## src/rtl/sync_fifo_param.sv

```systemverilog
// Parametrised single-clock FIFO with occupancy count, almost-full/almost-empty
// thresholds and overflow/underflow pulses. Define SYNC_FIFO_FWFT_EN for first-word-fall-through reads.
module sync_fifo_param #(
  parameter int unsigned DATA_W   = 8,
  parameter int unsigned DEPTH    = 16,
  parameter int unsigned AF_LEVEL = 14,
  parameter int unsigned AE_LEVEL = 2
) (
  input  logic                       clock,
  input  logic                       reset,
  input  logic                       write_en,
  input  logic [DATA_W-1:0]          data_in,
  input  logic                       read_en,
  output logic [DATA_W-1:0]          data_out,
  output logic                       fifo_full,
  output logic                       fifo_empty,
  output logic                       almost_full,
  output logic                       almost_empty,
  output logic [$clog2(DEPTH):0]     fill_count,
  output logic                       overflow,
  output logic                       underflow
);

  localparam int unsigned PTR_W = $clog2(DEPTH);
  localparam int unsigned CNT_W = PTR_W + 1;

  logic [DATA_W-1:0] mem [DEPTH];
  logic [PTR_W-1:0]  wr_ptr;
  logic [PTR_W-1:0]  rd_ptr;
  logic              rd_ok;
  logic              wr_ok;
  logic [CNT_W-1:0]  count_next;

  // Accept decisions and next occupancy, all from pre-edge state.
  always_comb begin
    rd_ok      = read_en & ~fifo_empty;
    wr_ok      = write_en & (~fifo_full | rd_ok);
    count_next = fill_count;
    if (wr_ok && !rd_ok) begin
      count_next = fill_count + CNT_W'(1);
    end else if (rd_ok && !wr_ok) begin
      count_next = fill_count - CNT_W'(1);
    end
  end

  // Storage is intentionally left unreset.
  always_ff @(posedge clock) begin
    if (wr_ok && !reset) begin
      mem[wr_ptr] <= data_in;
    end
  end

  // Pointers wrap naturally because DEPTH is a power of two.
  always_ff @(posedge clock) begin
    if (reset) begin
      wr_ptr <= '0;
      rd_ptr <= '0;
    end else begin
      if (wr_ok) wr_ptr <= wr_ptr + PTR_W'(1);
      if (rd_ok) rd_ptr <= rd_ptr + PTR_W'(1);
    end
  end

  // Count and flags are registered from the next count so they are exact after the edge.
  always_ff @(posedge clock) begin
    if (reset) begin
      fill_count   <= '0;
      fifo_full    <= 1'b0;
      fifo_empty   <= 1'b1;
      almost_full  <= 1'b0;
      almost_empty <= 1'b1;
      overflow     <= 1'b0;
      underflow    <= 1'b0;
    end else begin
      fill_count   <= count_next;
      fifo_full    <= (count_next == CNT_W'(DEPTH));
      fifo_empty   <= (count_next == CNT_W'(0));
      almost_full  <= (count_next >= CNT_W'(AF_LEVEL));
      almost_empty <= (count_next <= CNT_W'(AE_LEVEL));
      overflow     <= write_en & ~wr_ok;
      underflow    <= read_en & ~rd_ok;
    end
  end

`ifdef SYNC_FIFO_FWFT_EN
  // Head entry is always presented; read_en only pops it.
  assign data_out = mem[rd_ptr];
`else
  // Registered read: data appears one cycle after an accepted read and holds otherwise.
  always_ff @(posedge clock) begin
    if (reset) begin
      data_out <= '0;
    end else if (rd_ok) begin
      data_out <= mem[rd_ptr];
    end
  end
`endif

endmodule

```

## config.mk

```make
export PLATFORM = sky130hd
export DESIGN_NAME = sync_fifo_param
export DESIGN_NICKNAME = d
export VERILOG_FILES = /design/src/rtl/sync_fifo_param.sv
export SDC_FILE = /design/constraint.sdc
export NUM_CORES = 1
export LEC_CHECK = 0
export ABC_AREA = 1
export ABC_CLOCK_PERIOD_IN_PS = 1600
export CAP_MARGIN = 20
export CORE_MARGIN = 1.5
export CORE_UTILIZATION = 44
export CTS_CLUSTER_DIAMETER = 60
export DETAILED_ROUTE_END_ITERATION = 8
export GPL_TIMING_DRIVEN = 0
export PLACE_DENSITY = 0.69
export SYNTH_ARGS = -nofsm -noshare
export SYNTH_HDL_FRONTEND = slang
export SYNTH_SLANG_ARGS = --single-unit
```

## constraint.sdc

```tcl
create_clock -name clock -period 1.6 [get_ports clock]
set_input_delay 0.32 -clock clock [delete_from_list [all_inputs] [get_ports clock]]
set_output_delay 0.32 -clock clock [all_outputs]
set_load 0.05 [all_outputs]
```

[Yosys cells after proc, flatten, opt, wreduce, memory -nomap -nowiden]
Memories as Yosys holds them, arrays and structs flattened. A register that Yosys moved wholly into a read port is not among the register bits.
Cells that the tools add are included.
Operators by class
  $add $sub $neg: 4
  $mul: 0
  divide/modulo/power cells: 0
  $lt $le $gt $ge: 2
  equality and inequality tests: 1
  shift-type cells: 0
  multiplexer cells: 4
  bitwise operators: 9
  reductions and logical operators: 7
Operator list (number)
  $mux W5: 2
  $add A4 B1 Y4 const B: 2
  $add A5 B1 Y5 const B: 1
  $eq A5 B5 Y1 const B: 1
  $ge A5 B4 Y1 const B: 1
  $le A5 B2 Y1 const B: 1
  $logic_not A5 Y1: 1
  $sub A5 B1 Y5 const B: 1
  $and A1 B1 Y1: 4
  $not A1 Y1: 4
  $logic_and A1 B1 Y1: 3
  $logic_not A1 Y1: 3
  $mux W1: 2
  $or A1 B1 Y1: 1
Storage, ports and cells
  bits in registers: 19
  latch bits: 0
  RAM bits: 128
  ROM bits: 0
  input bits: 12
  output and inout port bits: 19
  word-level logic and storage cells: 37
  memories: 1
Memories
  mem: words 16, width 8, read ports 1, clocked after Yosys merged registers in 1, write ports 1, line 27  | logic [DATA_W-1:0] mem [DEPTH];

[Longest topological paths before layout]
Gate-level depths: netlist (run 1).
  depth after elaboration: 9
  depth in mapped cells: 11
  gate-level depth less buffers: 11

[Worst setup path after synthesis (run 1)]
Ideal clock, no wire load.
  kind: reg-to-reg
  from: reg fifo_empty
  to: mem mem[0][0] (enable)
  library setup time: 0.370 ns
  arrival time: 1.618 ns
  required time: 1.230 ns
  slack: -0.389 ns
  cell stages (with the launch flop): 8
  buffers on the path: 0
  clock period less this slack: 1.989 ns
  path through: dfxtp_1 > inv_2 > nand2_4 > nand2_1 > nand2_1 > nor2_1 > nand2_1 > nor2_1
Between the ends
  longest elaborated chain between the ends: 7
Ends and longest elaborated chain
  from (decl): line 16  | output logic fifo_empty,
  from (signal assigned): line 77  | fifo_empty <= (count_next == CNT_W'(0));
  $not A1 Y1: line 36  | rd_ok = read_en & ~fifo_empty;
  $and A1 B1 Y1: line 36
  $or A1 B1 Y1: line 37  | wr_ok = write_en & (~fifo_full | rd_ok);
  $and A1 B1 Y1: line 37
  $logic_and A1 B1 Y1: line 48  | if (wr_ok && !reset) begin
  $mux W1: line 48
  $mux W1 (not written as such): line 49  | mem[wr_ptr] <= data_in;
  to (decl): line 27
No other way between the ends.

[Worst setup path in the final report (run 1)]
  from: reg fifo_empty
  to: mem mem[10][4] (enable)
The elaborated chain is that of the path after synthesis.

==> flow_summary.toml, run 1 <==
[status]
outcome = "complete, no violations"

[power_and_ir_drop]
power_frac_clock = 0.396
p_sw_mw = 2.36
peakVddDrop_v = 0.000750
p_int_mw = 6.89
leakagePower_nw = 2.98
p_total_mw = 9.26
seqPwrFrac = 0.485
comb_power_share = 0.118
cell_area_power_density_nw_per_um2 = 1180
swShare = 0.255

[sta]
finalClockSkew_ns = 0.00501
unrepaired_setup_endpoints_after_global_routing = "true"
period_share = 0.987
maxSlewViolCount = 0
post-route-min-period_ns = 1.58
timing.slew.headroom = 0.465
setup-tns-final_ns = 0
report.final.setup_viol = 0
setup_slack_ns = 0.0203
fin_hold_viols = 0
fmax_mhz = 633
worst-slew-pin-transition_ns = 0.800

[logic_synthesis]
register_bit_count_reported_by_yosys = 155
share_of_the_yosys_chip_area_belonging_to_registers = 0.678
dominantRegCellSynth = "edfxtp_1"
syn-mean-instance-area_um2 = 10.5
mappedNetlistArea_um2 = 6460
synth-async-reset-ratio = 0
yosysWarnings = 0
synthesis.instances = 616
mappedNetlistNets = 635
synth-edff-count = 128
synthDistinctLibCells = 30

[place]
hpwl_um = 9960
place.gp.congestion = 0.846
portBuffers = 30
place_worst_setup_slack_ns = -0.679
dp_cells = 830

[layout]
drive_above_1_share = 0.182
layout.nets = 691
flow.area_growth_from_synthesis_pct = 21.8
final_cell_count_no_fill = 869
insertedDiodeCount = 0

[worst_setup_path]
critical_path.n_buffers_inverters = 1
worst_ep_required_time_ns = 1.70
cp.arrival_ns = 1.68
critPathSlowestCell = "dfxtp_4"
startpoint_type = "flop"
crit_path_frequent_cell = "nand2_4"
critical_path.top_delay_family = "simple AND/OR/NAND/NOR gates"
critPathMaxStageDelay_ns = 0.35
sort_of_element_at_the_end_of_the_critical_path = "flop"
worstPathCellList = "inv_4, nand2_8, nand2_4, nand2_4, nor2_4, nand2_4, nor2_4"
timing_worst_setup_path_type = "reg -> reg"
timing.critical_path.fanout_max = 8

[drt]
drt_drc_violations_left = 0
ant_nets = 0
drt_pass1_iterations = 7
drt-vias-per-instance = 5.22
post_drt_wl_per_cell_um = 17.3
total_vias_in_the_final_route = 4536
drt_iter0_drc = 323
postRouteWirelength_um = 15000

[clock_tree]
tritoncts = "built"
tritoncts_num_sinks = 155
ctsHoldBuffers = 0
worstSkewPairLatency_ns = 0.42
clock_buffer_count_from_cts = 17
htree_num_levels = 4
clkSlewWorstSetupHoldPaths_ns = 0.06
cts.root.buffer_cell = "clkbuf_16"
cts.path.max_buffers = 2

[flow_run]
max_cap_viol_count = 0

[floorplanning]
initial_core_util = 0.448
die_height_um = 124
die_w_um = 124
coreArea_um2 = 14400
io_pins = 31
num_rows = 44
die_footprint_um2 = 15400

[grt]
grt_pass1_vias = 4346
grt_overflow = 0
antenna_violations_before_repair = 0
grt_pass1_wl_um = 23200
grt_start_max_net_pins = 17
gr-usage-all-layers = 0.199

[worst_hold_path]
hp-class = "in -> reg"
sequential cells by signal, indices dropped and copies added (netlist names), 4 cells and up:
register    cells
mem           128
data_out        8
fill_count      5
rd_ptr          4
wr_ptr          4
worst register-to-register path: cells and delay by family (launching register included):
family	cells	cell delay [ns]
flops	1	0.35
buf+inv	1	0.07
simple gates	6	0.84
layout by cell type (no fill, tap or decap), types with 6 or more instances in the layout:
cell type,n
ha_1,6
nor2_4,17
inv_1,25
clkdlybuf4s50_1,9
nor2_1,26
nand2_1,185
clkbuf_2,10
nand2_4,6
buf_4,9
clkdlybuf4s15_2,9
buf_2,11
nand3_1,103
edfxtp_1,128
dfxtp_1,21
a21oi_1,15
clkbuf_16,17
o21ai_1,8
path summary, 6_finish.rpt:
| path | to | depth (start not counted) | from | slack, ns |
|---|---|---|---|---|
| hold reg to reg | underflow | 2 | fifo_empty | 0.49 |
| setup reg to reg | mem[10][4] | 7 | fifo_empty | 0.02 |
| setup / recovery | mem[10][4] | 7 | fifo_empty | 0.02 |
| hold / removal | underflow | 3 | read_en | 0.38 |
repair_timing:
action / CTS / global route
resized for setup: 47 / 40
gates cloned: 0 / 0
pin swaps: 9 / 7
endpoints found under the setup margin: 151 / 146
buffers inserted: 6 / 1
Yosys cell counts, drive strengths merged (2+ instances only):
master    n  area [um2]
nor2     46         180
buf      26         139
nor3      5        25.0
nand3   109         563
nand4     2        12.5
xor2      2        17.5
clkbuf    4        15.0
dfxtp    27         541
edfxtp  128        3840
inv      30         113
nand2   197         754
o21ai    12        60.1
a21oi    15        75.1
ha        7        87.6
power groups by stage:
stage	Combinational, mW	Clock, mW	Sequential, mW
6_report	1.09	3.67	4.49
3_5_place_dp	1.06	0	4.58
4_1_cts	1.06	3.69	4.50
2_1_floorplan	0.559	0	4.72
5_1_grt	1.20	3.88	4.50
3_3_place_gp	1.04	0	4.58
cell families after synthesis:
group / after synthesis / synth area share
compound gates: 27 / 0.0209
xor+xnor: 3 / 0.00406
fa+ha+maj: 7 / 0.0135
buf+inv: 61 / 0.0418
flops: 155 / 0.678
simple gates: 363 / 0.242
routing by layer:
layer,track usage,routed length (um)
met1,0.268,6410
met5,0,0
met3,0.0371,913
met4,0.0865,329
met2,0.317,7380
per-stage QoR:
stage           util  cell area [um2]  hold WS, ns
2_1_floorplan      -             6650        0.419
3_3_place_gp   0.498             7180        0.482
3_5_place_dp   0.498             7180        0.486
4_1_cts        0.541             7800        0.377
5_1_grt        0.546             7870        0.394
6_report       0.546             7870        0.382
area by class of cell:
class	count	area [um2]
repair buffers	37	377
inverters	31	121
clock inverters	13	103
fillers	1256	6550
clock buffers	19	433
well taps	184	230
flip-flops and latches	155	4400
plain buffers	30	194
multi-input cells	400	2020
(Power assumes the default switching activity.)
==> inputs of run 2 (changes only) <==
--- a/config.mk
+++ b/config.mk
@@ -10,7 +10,6 @@
 export CAP_MARGIN = 20
 export CORE_MARGIN = 1.5
 export CORE_UTILIZATION = 44
-export CTS_CLUSTER_DIAMETER = 60
 export DETAILED_ROUTE_END_ITERATION = 8
 export GPL_TIMING_DRIVEN = 0
 export PLACE_DENSITY = 0.69
==> results of run 2 <==
Final layout, timing and power as in run 1 (identical DEF).
==> inputs of run 3 (changes only) <==
--- a/config.mk
+++ b/config.mk
@@ -10,9 +10,11 @@
 export CAP_MARGIN = 20
 export CORE_MARGIN = 1.5
 export CORE_UTILIZATION = 44
+export CTS_BUF_LIST = sky130_fd_sc_hd__clkbuf_4 sky130_fd_sc_hd__clkbuf_8
 export DETAILED_ROUTE_END_ITERATION = 8
 export GPL_TIMING_DRIVEN = 0
 export PLACE_DENSITY = 0.69
 export SYNTH_ARGS = -nofsm -noshare
 export SYNTH_HDL_FRONTEND = slang
 export SYNTH_SLANG_ARGS = --single-unit
+export TNS_END_PERCENT = 50
==> run 3 against run 2 <==
  * Core utilization fell by 1.1 points
  * Hold slack got worse by 0.054 ns
  * Largest power group unchanged
  * Die area did not move
  * Sequential share of layout area rose by 1.1 points
  * Final cell count did not move
  * First-iteration DRC count rose by 9.0%
  * Maximum frequency barely moved
==> flow_summary.toml, run 3 (synthesized netlist as in run 1, its figures left out) <==
[place]
portBuffers = 30
hpwl_um = 9960
dp_cells = 830
place.gp.congestion = 0.846
place_worst_setup_slack_ns = -0.679
dpl-instance-area_um2 = 7180

[floorplanning]
die_footprint_um2 = 15400
die_height_um = 124
coreArea_um2 = 14400
num_rows = 44
io_pins = 31
die_w_um = 124
initial_core_util = 0.448

[layout]
final_cell_count_no_fill = 869
largest_reg_flops = 128
largest_registers = "mem x128, data_out x8, fill_count x5"
final_cell_area_um2 = 7720
num-fill-cells = 1268
utilization = 0.535
flow.area_growth_from_synthesis_pct = 19.4
multi_input_comb_area_um2 = 2030
insertedDiodeCount = 0
drive_above_1_share = 0.196
mostFrequentLayoutCells = "nand2_1 (185), edfxtp_1 (128), nand3_1 (101)"
layout.nets = 691
register_area_um2 = 4400
final_common_cell = "nand2_1"
regMostFlops = "mem"

[sta]
period_share = 0.987
fmax_mhz = 633
worst-slew-pin-transition_ns = 0.828
unrepaired_setup_endpoints_after_global_routing = "true"
post-route-min-period_ns = 1.58
report.final.setup_viol = 0
timing.slew.headroom = 0.446
fin_hold_viols = 0
maxSlewViolCount = 0
finalClockSkew_ns = 0.0130
setup_slack_ns = 0.0205

[grt]
gr-usage-all-layers = 0.197
antenna_violations_before_repair = 0
grt_pass1_vias = 4339
grt_overflow = 0
grt_start_max_net_pins = 17
grt_pass1_wl_um = 23100

[worst_setup_path]
critPathSlowestCell = "dfxtp_4"
worstPathCellList = "inv_4, nand2_8, nand2_4, nand2_4, nor2_4, nand2_4, nor2_4"
sort_of_element_at_the_end_of_the_critical_path = "flop"
critPathMaxStageDelay_ns = 0.36
cp.arrival_ns = 1.71
startpoint_type = "flop"
timing.critical_path.fanout_max = 8
timing_worst_setup_path_type = "reg -> reg"
worst_ep_required_time_ns = 1.73
crit_path_frequent_cell = "nand2_4"

[clock_tree]
clock_buffer_count_from_cts = 17
cts.path.max_buffers = 2
tritoncts = "built"
clkSlewWorstSetupHoldPaths_ns = 0.07
cts.root.buffer_cell = "clkbuf_8"
htree_num_levels = 4
ctsHoldBuffers = 0
worstSkewPairLatency_ns = 0.45
tritoncts_num_sinks = 155

[power_and_ir_drop]
peakVddDrop_v = 0.000632
power_frac_clock = 0.321
leakagePower_nw = 2.91
seqPwrFrac = 0.546
swShare = 0.268
p_int_mw = 6.02
comb_power_share = 0.134
cell_area_power_density_nw_per_um2 = 1070
p_sw_mw = 2.21
p_total_mw = 8.23

[drt]
drt_pass1_iterations = 5
drt_iter0_drc = 352
total_vias_in_the_final_route = 4507
drt_drc_violations_left = 0
ant_nets = 0
drt-vias-per-instance = 5.19
post_drt_wl_per_cell_um = 17.0
postRouteWirelength_um = 14800

[flow_run]
max_cap_viol_count = 0

[status]
outcome = "complete, no violations"

[worst_hold_path]
hp-class = "in -> reg"
-- run 3: layout make-up --
cell class,instances,area share
clock buffers,19,0.0323
flip-flops and latches,155,0.570
well taps,184,0.0298
multi-input cells,400,0.263
plain buffers,30,0.0251
clock inverters,13,0.0133
inverters,31,0.0157
repair buffers,37,0.0514
-- run 3: worst paths after layout --
path              startpoint   endpoint  slack (ns)  cells past startpoint
hold reg to reg   fifo_empty  underflow        0.49                      2
setup reg to reg  fifo_empty  mem[9][5]        0.02                      7
setup / recovery  fifo_empty  mem[9][5]        0.02                      7
hold / removal      write_en   overflow        0.33                      3
-- run 3: worst max-delay path: cells and delay by family (launching register included) --
family,cells,cell delay (ns)
buffers and inverters,1,0.07
DFF,1,0.36
and+or+nand+nor,6,0.83
-- run 3: timing repair --
action | in CTS | in global routing
resized for setup | 59 | 40
gates cloned | 0 | 0
setup endpoints to repair | 151 | 143
pin swaps | 11 | 5
setup buffers | 7 | 0
-- run 3: through the flow --
step	hold slack, ns	TNS, ns
floorplan	0.419	0
global placement	0.482	-84.06
detailed placement	0.486	-89.26
CTS	0.338	0
global route	0.332	-5.32
finish	0.329	0
-- run 3: layer usage --
metal | wire, um | global-route usage | vias up
li1 | - | - | 2210
met5 | 0 | 0 | -
met3 | 930 | 0.0358 | 20
met1 | 6130 | 0.262 | 2124
met2 | 7460 | 0.320 | 153
met4 | 275 | 0.0784 | 0
-- run 3: power by group through the flow --
stage / sequential [mW] / clock [mW] / combinational (mW)
after floorplan: 4.72 / 0 / 0.559
after global placement: 4.58 / 0 / 1.04
after detailed placement: 4.58 / 0 / 1.06
after CTS: 4.49 / 2.67 / 1.07
after global routing: 4.50 / 2.85 / 1.20
final: 4.49 / 2.64 / 1.10
